--- src/rtl/mac_bank_ctrl.sv ---
// mac_bank_ctrl: sequences operand reads, MAC enables and tile result handoff for a POX-lane MAC bank
module mac_bank_ctrl #(
   parameter int DW   = 32,
   parameter int POX  = 3,
   parameter int NMAX = 9,
   parameter int AW   = 16
) (
   input  logic              clk,
   input  logic              rst_n,
   input  logic              start,
   input  logic [15:0]       n_tiles,
   output logic              busy,
   output logic              done,
   output logic              rd_en,
   output logic [AW-1:0]     rd_addr,
   output logic              mac_ena,
   input  logic [POX-1:0]    mac_cnt_c,
   input  logic [POX*DW-1:0] mac_result,
   output logic [POX*DW-1:0] out_data,
   output logic              out_valid,
   input  logic              out_ready,
   output logic [15:0]       tile_idx
);
   localparam int CW = (NMAX > 1) ? $clog2(NMAX) : 1;
   typedef enum logic [2:0] {S_IDLE, S_FEED, S_WAIT, S_OUT, S_FIN} state_t;
   state_t state_q, state_d;
   logic [15:0] n_q, n_d, tile_q, tile_d;
   logic [AW-1:0] addr_q, addr_d;
   logic [CW-1:0] cnt_q, cnt_d;
   logic valid_q, valid_d, mac_ena_q;
   logic [POX*DW-1:0] data_q, data_d;
   logic last_rd, more_tiles;
   assign last_rd    = cnt_q == CW'(NMAX - 1);
   assign more_tiles = ({1'b0, tile_q} + 17'd1) < {1'b0, n_q};
   assign busy       = state_q != S_IDLE;
   assign done       = state_q == S_FIN;
   assign rd_en      = state_q == S_FEED;
   assign rd_addr    = addr_q;
   assign mac_ena    = mac_ena_q;
   assign out_data   = data_q;
   assign out_valid  = valid_q;
   assign tile_idx   = tile_q;
   // state and datapath registers; reset drops any partial tile
   always_ff @(posedge clk or negedge rst_n) begin
      if (!rst_n) begin
         state_q   <= S_IDLE;
         n_q       <= '0;
         tile_q    <= '0;
         addr_q    <= '0;
         cnt_q     <= '0;
         valid_q   <= 1'b0;
         data_q    <= '0;
         mac_ena_q <= 1'b0;
      end else begin
         state_q   <= state_d;
         n_q       <= n_d;
         tile_q    <= tile_d;
         addr_q    <= addr_d;
         cnt_q     <= cnt_d;
         valid_q   <= valid_d;
         data_q    <= data_d;
         mac_ena_q <= rd_en;
      end
   end
   // next-state: feed NMAX reads, wait for all lanes, hand off the tile, repeat or finish
   always_comb begin
      state_d = state_q;
      n_d     = n_q;
      tile_d  = tile_q;
      addr_d  = addr_q;
      cnt_d   = cnt_q;
      valid_d = valid_q;
      data_d  = data_q;
      case (state_q)
         S_IDLE: if (start) begin
            n_d     = n_tiles;
            tile_d  = '0;
            addr_d  = '0;
            cnt_d   = '0;
            state_d = (n_tiles != 16'd0) ? S_FEED : S_FIN;
         end
         S_FEED: begin
            addr_d  = addr_q + 1'b1;
            cnt_d   = last_rd ? '0 : cnt_q + 1'b1;
            state_d = last_rd ? S_WAIT : S_FEED;
         end
         S_WAIT: if (&mac_cnt_c) begin
            data_d  = mac_result;
            valid_d = 1'b1;
            state_d = S_OUT;
         end
         S_OUT: if (valid_q && out_ready) begin
            valid_d = 1'b0;
            tile_d  = tile_q + 16'd1;
            state_d = more_tiles ? S_FEED : S_FIN;
         end
         S_FIN:   state_d = S_IDLE;
         default: state_d = S_IDLE;
      endcase
   end
endmodule

--- config.mk ---
export PLATFORM = sky130hd
export DESIGN_NAME = mac_bank_ctrl
export DESIGN_NICKNAME = d
export VERILOG_FILES = /design/src/rtl/mac_bank_ctrl.sv
export SDC_FILE = /design/constraint.sdc
export NUM_CORES = 1
export LEC_CHECK = 0
export CORE_ASPECT_RATIO = 1.25
export CORE_MARGIN = 8
export CORE_UTILIZATION = 46
export CTS_BUF_LIST = sky130_fd_sc_hd__clkbuf_2
export DETAILED_ROUTE_END_ITERATION = 10
export GPL_TIMING_DRIVEN = 0
export PLACE_DENSITY = 0.9
export SYNTH_ARGS = -nofsm -noshare
export SYNTH_HDL_FRONTEND = slang
export SYNTH_SLANG_ARGS = --single-unit
--- constraint.sdc ---
create_clock -name clk -period 3.44 [get_ports clk]
set_input_delay 0.688 -clock clk [delete_from_list [all_inputs] [get_ports clk]]
set_output_delay 0.688 -clock clk [all_outputs]
set_load 0.01 [all_outputs]
Yosys cells after proc, flatten, opt, wreduce, memory -nomap -nowiden. Cells that the tools add are included.

Multiplexer cells: 17. $add $sub $neg: 4. Reductions and logical operators: 14. $lt $le $gt $ge: 1. Equal/unequal tests: 8.

Operators with widths (number): $pmux W16 S2 (2); $add A16 B1 Y16 const B (2); $mux W16 (2); $add A16 B1 Y17 const B (1); $lt A17 B16 Y1 (1); $reduce_bool A16 Y1 (1); $mux W3 (5); $pmux W3 S4 (1); $reduce_and A3 Y1 (4); $mux W4 (2); $pmux W4 S2 (1); $eq A3 B2 Y1 const B (2); $ne A2 B2 Y1 const B (3); $reduce_bool A2 Y1 (3); $add A4 B1 Y4 const B (1); $eq A4 B4 Y1 const B (1); $reduce_and A2 Y1 (2); $reduce_and A4 Y1 (1); $eq A3 B1 Y1 const B (1); $eq A3 B3 Y1 const B (1); $logic_not A3 Y1 (1); $reduce_bool A3 Y1 (1); $mux W1 (2); $mux W2 (1); 2 further kinds (2).

Logic and storage cells: 52. Output and inout port bits: 133. Input port bits: 119. Bits in registers: 153.

Depth between registers and ports, before layout. Gate-level depths: netlist (run 1).

Depth after elaboration: 5. Mapped depth: 11. Mapped depth without buffers: 11.

Worst setup path before layout (run 1). No wires, ideal clock.

Path type: flip-flop to flip-flop. Start point: register tile_q[0], in the netlist tile_idx[0]. End point: register state_q[0]. Stages on the path, launching flop included: 12. Arrival: 2.640 ns. Clock period less this slack: 2.705 ns. Data required time: 3.376 ns. Path buffers: 0. Path slack: 0.735 ns. Cells stage by stage: dfrtp_1 -> ha_1 -> nand2_1 -> nor3_1 -> nand3_1 -> xnor2_1 -> ha_1 -> a211oi_1 -> o21bai_1 -> o2111a_1 -> o31ai_1 -> a31o_2.

Word-level cells in the longest chain between the ends: 5.

Ends and longest elaborated chain: start: declaration (RTL line 27) `logic [15:0] n_q, n_d, tile_q, tile_d;`; start signal: assignment (RTL line 57) `tile_q <= tile_d;`; $add A16 B1 Y17 (RTL line 34) `assign more_tiles = ({1'b0, tile_q} + 17'd1) < {1'b0, n_q};`; $lt A17 B16 Y1 (RTL line 34); $mux W3 (RTL line 95) `state_d = more_tiles ? S_FEED : S_FIN;`; $mux W3 (RTL line 92) `S_OUT: if (valid_q && out_ready) begin`; $pmux W3 S4 (RTL line 74) `case (state_q)`; end signal: assignment (RTL line 55) `state_q <= state_d;`; end: declaration (RTL line 26) `state_t state_q, state_d;`.

Every way passes these cells. The select of a mux whose other input is x is not followed. A chain may end at the register's enable or synchronous reset.

Final worst setup path (run 1).
Start point: register tile_q[0], in the netlist tile_idx[0]. End point: register state_q[2].

The elaborated chain is that of the path after synthesis.

==> summary.md, run 1 <==
| Metric | Value |
|---|---|
| Status | `finished clean` |
| DR WL/cell | `19.3 um` |
| Seq cells post-synth | `153` |
| Pwr Total | `0.00697 W` |
| Final Hold Viols | `0` |
| Pwr dens | `704 nW/um^2` |
| Routed vias/inst | `roughly 5.3` |
| Fraction of registers with async set/reset | `1.00` |
| Syn_nets | `686` |
| Seq pwr share | `0.416` |
| DIE AREA | `19200 sq um` |
| Final min period | `3.08 ns` |
| Die width | `125 um` |
| Leak | `4.39 nW` |
| Worst Hold Depth | `1` |
| Row count | `50` |
| Fin nets | `roughly 960` |
| Worst Tran Pin Value | `roughly 0.74 ns` |
| Final WL | `between 15000 and 20000 um` |
| Most common cell in the netlist | `dfrtp_1` |
| Synth cell types | `57` |
| Critical path fanouts, max | `7` |
| CP required | `4.00 ns` |
| Placer's final routability congestion estimate | `about 0.9` |
| Footprint of the multi-input gates | `around 2800 sq um` |
| # DRC | `0` |
| Global-route wire length before repair | `31500 um` |
| Final setup fails | `0` |
| Iteration-0 DRC Markers | `449` |
| Layout Skew | `0.0379 ns` |
| Total negative slack | `0 ns` |
| Die Ht | `153 um` |
| Vias | `between 5000 and 6000` |
| Logic gate share of total power | `0.440` |
| Sequential share of the synthesized area | `0.556` |
| Rel. slew slack | `0.507` |
| All-Layer GR Usage | `0.209` |
| Starting density of the core | `0.465` |
| Sw power | `0.00235 W` |
| Yosys warns | `0` |
| CTS root buf | `clkbuf_2` |
| Mapped Area | `just under 7000 sq um` |
| Worst min-delay path class | `reg2reg` |
| F_max | `0.325 GHz` |
| Fin. max-slew vios | `0` |
| Worst path arrival time | `3.64 ns` |
| Worst R2R Path Depth | `11` |
| Max cap viols | `0` |
| Post-DP HPWL | `about 15000 um` |
| CP Class | `reg2reg` |
| Number of post-CTS setup repair buffers | `0` |
| Fillers | `1071` |
| Area of the core | `14800 sq um` |
| Max clock buf depth | `2` |
| First-pass DRT Iterations | `4` |
| Synth area leaders | `dfrtp_1 (56%), mux2_2 (18%), ha_1 (3.5%), o21ai_0 (2.8%), nand2_1 (2.0%)` |
| CTS clk-pin slew, worst paths | `0.21 ns` |
| Worst setup SP type | `register` |
| Initial antenna violation count | `1` |
| VDD IR max | `0.548 mV` |
| Routed Antenna Nets | `0` |
| Sequential Area | `approximately 3800 sq um` |
| Most used flip-flop cell after synthesis | `dfrtp_1` |
| RSZ-0062 raised after global routing | `false` |
| Post-synth EDFFs | `0` |
| Synth cell count leaders | `dfrtp_1 (153), mux2_2 (111), o21ai_0 (38)` |
| Cell total after placement | `just under 1000` |
| Cell internal pwr | `0.00462 W` |
| TritonCTS clock tree | `done` |
| Largest net degree at the start of global routing | `78` |
| Clock power frac | `0.144` |
| Number of global-route vias before repair | `5852` |
| Non-filler cells in the finished layout | `1016` |
| Cell accounting for the most synthesized area | `dfrtp_1` |
| Fin util | `0.668` |
| Gr ovfl total | `0` |
| Synth top area share | `0.556` |
| TritonCTS Buffers | `17` |
| H-tree levels | `4` |
| Mean Syn Cell Area | `12.6 sq um` |
| Io pins | `approximately 250` |
| Share of layout cells above drive strength 1 | `0.212` |
| Net Sw Frac | `0.337` |
| Worst Setup End Kind | `register` |
| Layout area overhead | `43.8%` |
| Worst skew pair latency | `around 0.70 ns` |
| CTS sink count | `153` |
| Cells after synthesis | `548` |
| Tcrit/Tclk final | `0.896` |
| Port Buf Inserts | `251` |
-- critical path, stage by stage, from the launching register on --
cell	delay [ns]
dfrtp_1	0.51
ha_1	0.30
nand2_1	0.17
nor4_4	0.41
nand4_2	0.20
xnor2_1	0.27
ha_1	0.29
a21oi_1	0.13
nor2b_1	0.06
a311oi_1	0.35
nor2b_1	0.18
a21oi_1	0.08
-- layout by cell type (no fill, tap or decap), drive strengths merged, types with 4 or more instances in the layout --
| cell type | netlist | routed |
|---|---|---|
| a21oi | 18 | 18 |
| a22o | 4 | 4 |
| a31oi | 6 | 6 |
| and3 | 5 | 5 |
| buf | 19 | 21 |
| clkbuf | 3 | 21 |
| clkdlybuf4s50 | 0 | 249 |
| clkinv | 0 | 6 |
| dfrtp | 153 | 153 |
| ha | 19 | 19 |
| inv | 24 | 29 |
| mux2 | 112 | 112 |
| nand2 | 38 | 38 |
| nand3 | 14 | 14 |
| nand4 | 9 | 9 |
| nor2 | 15 | 15 |
| nor3 | 6 | 6 |
| nor4 | 5 | 5 |
| o21ai | 38 | 38 |
| o31ai | 9 | 9 |
| xnor2 | 11 | 11 |
-- metal layers --
metal	vias to the layer above	global-route usage	wire length, um
li1	2514	-	-
met2	217	0.372	10400
met4	0	0.0762	350
met5	-	0	0
met1	2638	0.209	6970
met3	24	0.0947	1870
-- final cells by class --
cell class / instances / share of cell area
diodes: 1 / 0.000253
plain buffers: 22 / 0.0145
clock buffers: 18 / 0.00909
clock inverters: 14 / 0.0144
inverters: 24 / 0.00909
multi-input cells: 349 / 0.286
flip-flops and latches: 153 / 0.386
well taps: 182 / 0.0230
repair buffers: 253 / 0.257
-- power groups by stage --
stage	logic, W	clock network (W)	registers (W)
CTS	0.00310	0.00105	0.00291
global route	0.00330	0.00111	0.00300
global placement	0.00302	0	0.00290
floorplan	0.00108	0	0.00315
detailed placement	0.00308	0	0.00294
finish	0.00307	0.00100	0.00290
-- per-stage QoR --
step                hold WS, ns  setup slack, ns  cell area [sq um]
floorplan                 0.392            0.735               6890
global placement          0.466            -4.59               9630
detailed placement        0.474            0.367               9660
CTS                       0.466            0.248               9900
global route              0.463            0.193               9910
finish                    0.505            0.359               9910
-- cells by family after synthesis --
family                     after synthesis  share of synthesized area
and+or+nand+nor                        113                     0.0933
adders and majority gates               19                     0.0345
buffers and inverters                   46                     0.0340
AOI/OAI and AO/OA                       89                     0.0788
muxes                                  114                      0.186
DFF                                    153                      0.556
xor gates and xnor gates                14                     0.0178
-- worst paths after layout --
kind,start,end,slack (ns)
max in group asynchronous,rst_n,out_data[66]$_DFFE_PN0P_,2.08
hold / removal,rd_addr[15]$_DFFE_PN0P_,rd_addr[15]$_DFFE_PN0P_,0.51
setup / recovery,tile_idx[0]$_DFFE_PN0P_,state_q[2]$_DFFE_PN0P_,0.36
setup reg to reg,tile_idx[0]$_DFFE_PN0P_,state_q[2]$_DFFE_PN0P_,0.36
min in group asynchronous,rst_n,n_q[12]$_DFFE_PN0P_,0.54
hold reg to reg,rd_addr[15]$_DFFE_PN0P_,rd_addr[15]$_DFFE_PN0P_,0.51
-- flip-flops by register name (all words and copies together), names as in the netlist --
signal and count:
tile_idx 16, cnt_q 4, out_data 96, out_valid 1, state_q 3, n_q 16, rd_addr 16, mac_ena 1
-- repair_timing --
item | 4_1_cts | 5_1_grt
setup endpoints to repair | 1 | 1
endpoints found under the hold margin | 76 | 0
hold buffers | 1 | 0
gates resized for setup | 1 | 1
(Power assumes the default switching activity.)
==> run 2, diff against run 1 <==
CORE_UTILIZATION = 45   (was 46)
CTS_BUF_LIST = not set   (was sky130_fd_sc_hd__clkbuf_2)
PLACE_DENSITY = 0.89   (was 0.9)
==> summary.md, run 2 (synthesis gave the netlist of run 1 again) <==
| Metric | Value |
|---|---|
| Max clock buf depth | `2 (unchanged)` |
| Post-place instance area | `9660 sq um (unchanged)` |
| H-tree levels | `4 (unchanged)` |
| Post-route cell area | `10200 sq um (+3.3%)` |
| Largest net degree at the start of global routing | `87 (+12%)` |
| Post-DP HPWL | `15800 um (+3.6%)` |
| Final setup fails | `0 (unchanged)` |
| Worst skew pair latency | `0.42 ns (-0.28 ns)` |
| Net Sw Frac | `0.314 (-0.0231)` |
| Worst Setup End Kind | `register` |
| Cell internal pwr | `0.00538 W (+16%)` |
| Reg2reg end | `state_q[0]$_DFFE_PN0P_` |
| Port Buf Inserts | `251 (unchanged)` |
| Rel. slew slack | `0.573 (+0.0666)` |
| TritonCTS clock tree | `done` |
| CP Class | `reg2reg` |
| Worst min-delay path class | `in2async` |
| Logic gate share of total power | `0.395 (-0.045)` |
| F_max | `0.317 GHz (-2.5%)` |
| Area of the core | `15000 sq um (+0.84%)` |
| All-Layer GR Usage | `0.215 (+0.00582)` |
| Max reg flops | `96 (unchanged)` |
| Layout Skew | `0.00920 ns (-0.0287 ns)` |
| Most common cell on crit path | `ha_1` |
| Placer's final routability congestion estimate | `0.869 (-2.1%)` |
| Final WL | `20700 um (+5.5%)` |
| Most frequent cells in the layout | `clkdlybuf4s50_1 (250), dfrtp_1 (153), mux2_2 (111)` |
| Pwr Total | `0.00784 W (+12%)` |
| DIE AREA | `19600 sq um (+2.0%)` |
| Layout area overhead | `48.6%` |
| Clock power frac | `0.233 (+0.089)` |
| Crit path cell chain | `ha_1 -> nand2_1 -> nor3_1 -> nand3_1 -> xnor2_1 -> ha_1 -> a211oi_1 -> o21bai_1 -> o31ai_1 -> a31o_2` |
| VDD IR max | `0.434 mV (-21%)` |
| Flop2flop setup slack | `0.28 ns (-0.08 ns)` |
| Number of post-CTS setup repair buffers | `0 (unchanged)` |
| Final Hold Viols | `0 (unchanged)` |
| # DRC | `0 (unchanged)` |
| Number of global-route vias before repair | `5847 (-0.085%)` |
| Worst setup SP type | `register` |
| Share of layout cells above drive strength 1 | `0.210 (-0.00215)` |
| Fin nets | `957 (-0.10%)` |
| Routed vias/inst | `5.29 (-0.42%)` |
| Worst path arrival time | `3.51 ns (-0.13 ns)` |
| CP required | `3.79 ns (-0.21 ns)` |
| Die Ht | `154 um (+0.99%)` |
| Iteration-0 DRC Markers | `355 (-21%)` |
| Starting density of the core | `0.461 (-0.00389)` |
| Footprint of the multi-input gates | `2830 sq um (-0.18%)` |
| CTS clk-pin slew, worst paths | `0.06 ns (-0.15 ns)` |
| Critical path fanouts, max | `7 (unchanged)` |
| Status | `finished clean` |
| Tcrit/Tclk final | `0.918 (+0.0226)` |
| Pwr dens | `766 nW/um^2 (+8.8%)` |
| Final min period | `3.16 ns (+0.0779 ns)` |
| R2r startpoint | `tile_idx[0]$_DFFE_PN0P_` |
| Leak | `4.51 nW (+2.9%)` |
| CTS sink count | `153 (unchanged)` |
| CTS root buf | `clkbuf_16` |
| Peak per-stage delay on the critical path | `0.52 ns (about the same)` |
| Initial antenna violation count | `1 (unchanged)` |
| Max cap viols | `0 (unchanged)` |
| Post_cts resized | `0 (-1)` |
| Fillers | `1051 (-1.9%)` |
| CP Capture Point | `state_q[0]$_DFFE_PN0P_` |
| Sequential Area | `3830 sq um (unchanged)` |
| Min Hold Slack | `0.259 ns (-0.246 ns)` |
| Crit path launch | `tile_idx[0]$_DFFE_PN0P_` |
| First-pass DRT Iterations | `5 (+1)` |
| Worst Tran Pin Value | `0.640 ns (-0.0999 ns)` |
| Most common cell after layout, fill and taps aside | `clkdlybuf4s50_1` |
| Hold_buf cts | `0 (-1)` |
| Sw power | `0.00246 W (+4.7%)` |
| Critical Path Stages | `10 (-1)` |
| Seq pwr share | `0.372 (-0.044)` |
| Row count | `50 (unchanged)` |
| Global-route wire length before repair | `32500 um (+3.3%)` |
| Fin util | `0.685 (+0.0166)` |
| Io pins | `252 (unchanged)` |
| Bufs and invs on worst path | `0 (unchanged)` |
| DR WL/cell | `20.4 um (+5.6%)` |
| Routed Antenna Nets | `0 (unchanged)` |
| Gr ovfl total | `0 (unchanged)` |
| Worst R2R Path Depth | `10 (-1)` |
| Worst path top cell family by delay | `compound AO/OA/AOI/OAI gates` |
| Fin. max-slew vios | `0 (unchanged)` |
| Critical-path top delay cell | `nor3_1` |
| Die width | `127 um (+0.96%)` |
| Vias | `5365 (-0.52%)` |
| TritonCTS Buffers | `17 (unchanged)` |
| RSZ-0062 raised after global routing | `false` |
-- run 2: cell types whose count changed in the layout (fill, tap and decap cells not counted), moves of 3 or more --
| cell | previous run | this run |
|---|---|---|
| clkbuf_1 | 2 | 5 |
| clkbuf_16 | 0 | 17 |
| clkbuf_2 | 19 | 1 |
| clkinv_4 | 1 | 4 |
-- run 2: power groups by stage --
stage	Sequential [W]	Clock (W)	Combinational, W
after floorplan	0.00315	0	0.00108
after global placement	0.00289	0	0.00305
after detailed placement	0.00293	0	0.00312
after CTS	0.00292	0.00187	0.00315
after global routing	0.00301	0.00194	0.00333
final	0.00292	0.00182	0.00310
-- run 2: layout make-up --
class                   instances  area share
plain buffers                  22      0.0141
clock buffers                  20      0.0426
clock inverters                12      0.0138
multi-input cells             349       0.276
diodes                          1    0.000244
repair buffers                252       0.248
flip-flops and latches        153       0.374
well taps                     182      0.0222
inverters                      24     0.00880
-- run 2: metrics by stage --
stage	setup WS, ns	TNS (ns)	cells
floorplan	0.735	0	548
global placement	-4.53	-690.41	981
detailed placement	0.425	0	982
CTS	0.308	0	1014
global route	0.0948	0	1015
finish	0.281	0	1015
-- run 2: how the worst min path moves through the flow --
stage | startpoint | endpoint
2_1_floorplan | rst_n | cnt_q[0]$_DFFE_PN0P_
3_3_place_gp | cnt_q[3]$_DFFE_PN0P_ | cnt_q[3]$_DFFE_PN0P_
3_5_place_dp | out_data[75]$_DFFE_PN0P_ | out_data[75]$_DFFE_PN0P_
4_1_cts | rst_n | out_data[73]$_DFFE_PN0P_
5_1_grt | rst_n | out_data[73]$_DFFE_PN0P_
6_report | rst_n | out_data[80]$_DFFE_PN0P_
-- run 2: worst reg2reg max path: stages, from the launching register on --
cell	delay, ns
dfrtp_1	0.46
ha_1	0.31
nand2_1	0.17
nor3_1	0.52
nand3_1	0.22
xnor2_1	0.21
ha_1	0.27
a211oi_1	0.23
o21bai_1	0.13
o31ai_1	0.35
a31o_2	0.22
-- run 2: layer usage --
metal / wire length [um] / track usage / vias up
met5: 0 / 0 / -
met4: 896 / 0.122 / 0
met3: 1290 / 0.0592 / 53
met2: 10800 / 0.376 / 208
met1: 7660 / 0.229 / 2589
li1: - / - / 2515
==> run 3, diff against run 2 <==
PLACE_DENSITY = 0.82   (was 0.89)
==> summary.md, run 3 (synthesis gave the netlist of run 1 again) <==
| Metric | Value |
|---|---|
| Final Hold Viols | `0 (unchanged)` |
| Post-route cell area | `10300 sq um (+0.44%)` |
| H-tree levels | `4 (unchanged)` |
| R2r startpoint | `tile_idx[0]$_DFFE_PN0P_` |
| Post_cts resized | `0 (unchanged)` |
| Number of post-CTS setup repair buffers | `0 (unchanged)` |
| Max cap viols | `0 (unchanged)` |
| Clock power frac | `0.245 (+0.012)` |
| Initial antenna violation count | `3 (+2)` |
| Row count | `50 (unchanged)` |
| Fin nets | `957 (unchanged)` |
| Fin. max-slew vios | `0 (unchanged)` |
| Routed Antenna Nets | `0 (unchanged)` |
| Critical-path top delay cell | `clkdlybuf4s50_1` |
| Die width | `127 um (unchanged)` |
| Crit path cell chain | `buf_2 -> or3b_2 -> inv_2 -> buf_4 -> clkdlybuf4s50_1` |
| Logic gate share of total power | `0.389 (-0.006)` |
| Most common cell after layout, fill and taps aside | `clkdlybuf4s50_1` |
| CTS root buf | `clkbuf_16` |
| VDD IR max | `0.504 mV (+16%)` |
| Area of the core | `15000 sq um (unchanged)` |
| DR WL/cell | `20.5 um (+0.68%)` |
| Post-DP HPWL | `16200 um (+2.8%)` |
| Peak per-stage delay on the critical path | `0.56 ns (+0.04 ns)` |
| All-Layer GR Usage | `0.215 (+0.000521)` |
| Post-place instance area | `9660 sq um (unchanged)` |
| Crit path launch | `state_q[1]$_DFFE_PN0P_` |
| Pwr Total | `0.00797 W (+1.7%)` |
| Iteration-0 DRC Markers | `353 (-0.56%)` |
| Leak | `4.53 nW (+0.45%)` |
| TritonCTS clock tree | `done` |
| First-pass DRT Iterations | `4 (-1)` |
| Worst path arrival time | `2.42 ns (-1.09 ns)` |
| Sw power | `0.00247 W (+0.55%)` |
| Worst setup SP type | `register` |
| CTS sink count | `153 (unchanged)` |
| Most frequent cells in the layout | `clkdlybuf4s50_1 (250), dfrtp_1 (153), mux2_2 (111)` |
| Max clock buf depth | `2 (unchanged)` |
| Hold_buf cts | `0 (unchanged)` |
| Layout Skew | `0.0104 ns (+0.00120 ns)` |
| Fin util | `0.688 (+0.00301)` |
| Final WL | `20900 um (+0.88%)` |
| Worst Tran Pin Value | `0.753 ns (+0.113 ns)` |
| Starting density of the core | `0.461 (unchanged)` |
| Global-route wire length before repair | `32700 um (+0.49%)` |
| Rel. slew slack | `0.498 (-0.0753)` |
| Bufs and invs on worst path | `4 (+4)` |
| Final setup fails | `0 (unchanged)` |
| Largest net degree at the start of global routing | `80 (-8.0%)` |
| Non-filler cells in the finished layout | `1017 (+0.20%)` |
| Max reg flops | `96 (unchanged)` |
| Port Buf Inserts | `251 (unchanged)` |
| Number of global-route vias before repair | `5919 (+1.2%)` |
| Pwr dens | `775 nW/um^2 (+1.2%)` |
| Worst path top cell family by delay | `buffers and inverters` |
| Min Hold Slack | `0.301 ns (+0.0417 ns)` |
| Vias | `5484 (+2.2%)` |
| GRT Max-Usage Layer | `met2` |
| Worst min-delay path class | `in2async` |
| Status | `finished clean` |
| Flop2flop setup slack | `0.36 ns (+0.08 ns)` |
| Worst skew pair latency | `0.43 ns (about the same)` |
| RSZ-0062 raised after global routing | `false` |
| CP required | `2.75 ns (-1.04 ns)` |
| Gr ovfl total | `0 (unchanged)` |
| Worst Setup End Kind | `output pin` |
| DIE AREA | `19600 sq um (unchanged)` |
| Met2 Resource Use GR | `0.379 (+0.00306)` |
| Io pins | `252 (unchanged)` |
| Reg2reg end | `state_q[0]$_DFFE_PN0P_` |
| Placer's final routability congestion estimate | `0.826 (-5.0%)` |
| TritonCTS Buffers | `17 (unchanged)` |
| CP Class | `reg2out` |
| Seq pwr share | `0.366 (-0.006)` |
| Fillers | `1073 (+2.1%)` |
| F_max | `0.322 GHz (+1.7%)` |
| Layout area overhead | `49.3%` |
| Met1 usage | `0.225 (-0.00366)` |
| Cell total after placement | `982 (unchanged)` |
| M3 GR Usage | `0.0574 (-0.00172)` |
| Routed vias/inst | `5.39 (+2.0%)` |
| Die Ht | `154 um (unchanged)` |
| Cell internal pwr | `0.00550 W (+2.2%)` |
| # DRC | `0 (unchanged)` |
| Share of layout cells above drive strength 1 | `0.212 (+0.00120)` |
| CTS clk-pin slew, worst paths | `0.06 ns (about the same)` |
| Critical path fanouts, max | `11 (+4)` |
| Final min period | `3.11 ns (-0.0529 ns)` |
| Worst R2R Path Depth | `10 (unchanged)` |
| Tcrit/Tclk final | `0.903 (-0.0154)` |
| Net Sw Frac | `0.310 (-0.00353)` |
-- run 3: changes by cell type in the layout (fill, tap and decap cells not counted), sizes merged --
cell    change
diode       +2
clkinv      -4
clkbuf      +1
bufinv      +1
inv         +2
-- run 3: power groups by stage --
stage | Sequential (W) | Combinational, W | Clock, W
6_report | 0.00292 | 0.00310 | 0.00195
4_1_cts | 0.00292 | 0.00315 | 0.00199
3_5_place_dp | 0.00295 | 0.00312 | 0
2_1_floorplan | 0.00315 | 0.00108 | 0
5_1_grt | 0.00302 | 0.00331 | 0.00207
3_3_place_gp | 0.00288 | 0.00303 | 0
-- run 3: per-layer routing --
metal	vias to the layer above	part of all wire
met5	-	0
met4	0	0.050
met3	53	0.060
met2	209	0.52
met1	2699	0.36
li1	2523	-
-- run 3: worst max-delay path by stage --
stage | slack [ns] | endpoint | cells past startpoint
floorplan | 0.74 | state_q[0]$_DFFE_PN0P_ | 11
global placement | -4.26 | out_data[58]$_DFFE_PN0P_ | 1
global route | 0.02 | state_q[0]$_DFFE_PN0P_ | 10
detailed placement | 0.43 | state_q[0]$_DFFE_PN0P_ | 11
CTS | 0.30 | rd_en | 5
finish | 0.33 | rd_en | 5
-- run 3: final cells by class --
cell class,instances,area [sq um],share of cell area
Sequential cell,153,3830,0.372
Multi-Input combinational cell,349,2830,0.275
Timing Repair Buffer,252,2540,0.247
Clock buffer,21,460,0.0448
Tap cell,182,228,0.0221
Clock inverter,11,158,0.0153
Buffer,22,144,0.0140
Inverter,24,90.1,0.00876
Antenna cell,3,7.51,0.000730
-- run 3: metrics by stage --
stage / TNS, ns / worst slack [ns]
6_report: 0 / 0.334
3_3_place_gp: -649.16 / -4.26
2_1_floorplan: 0 / 0.735
4_1_cts: 0 / 0.301
3_5_place_dp: 0 / 0.431
5_1_grt: 0 / 0.0214
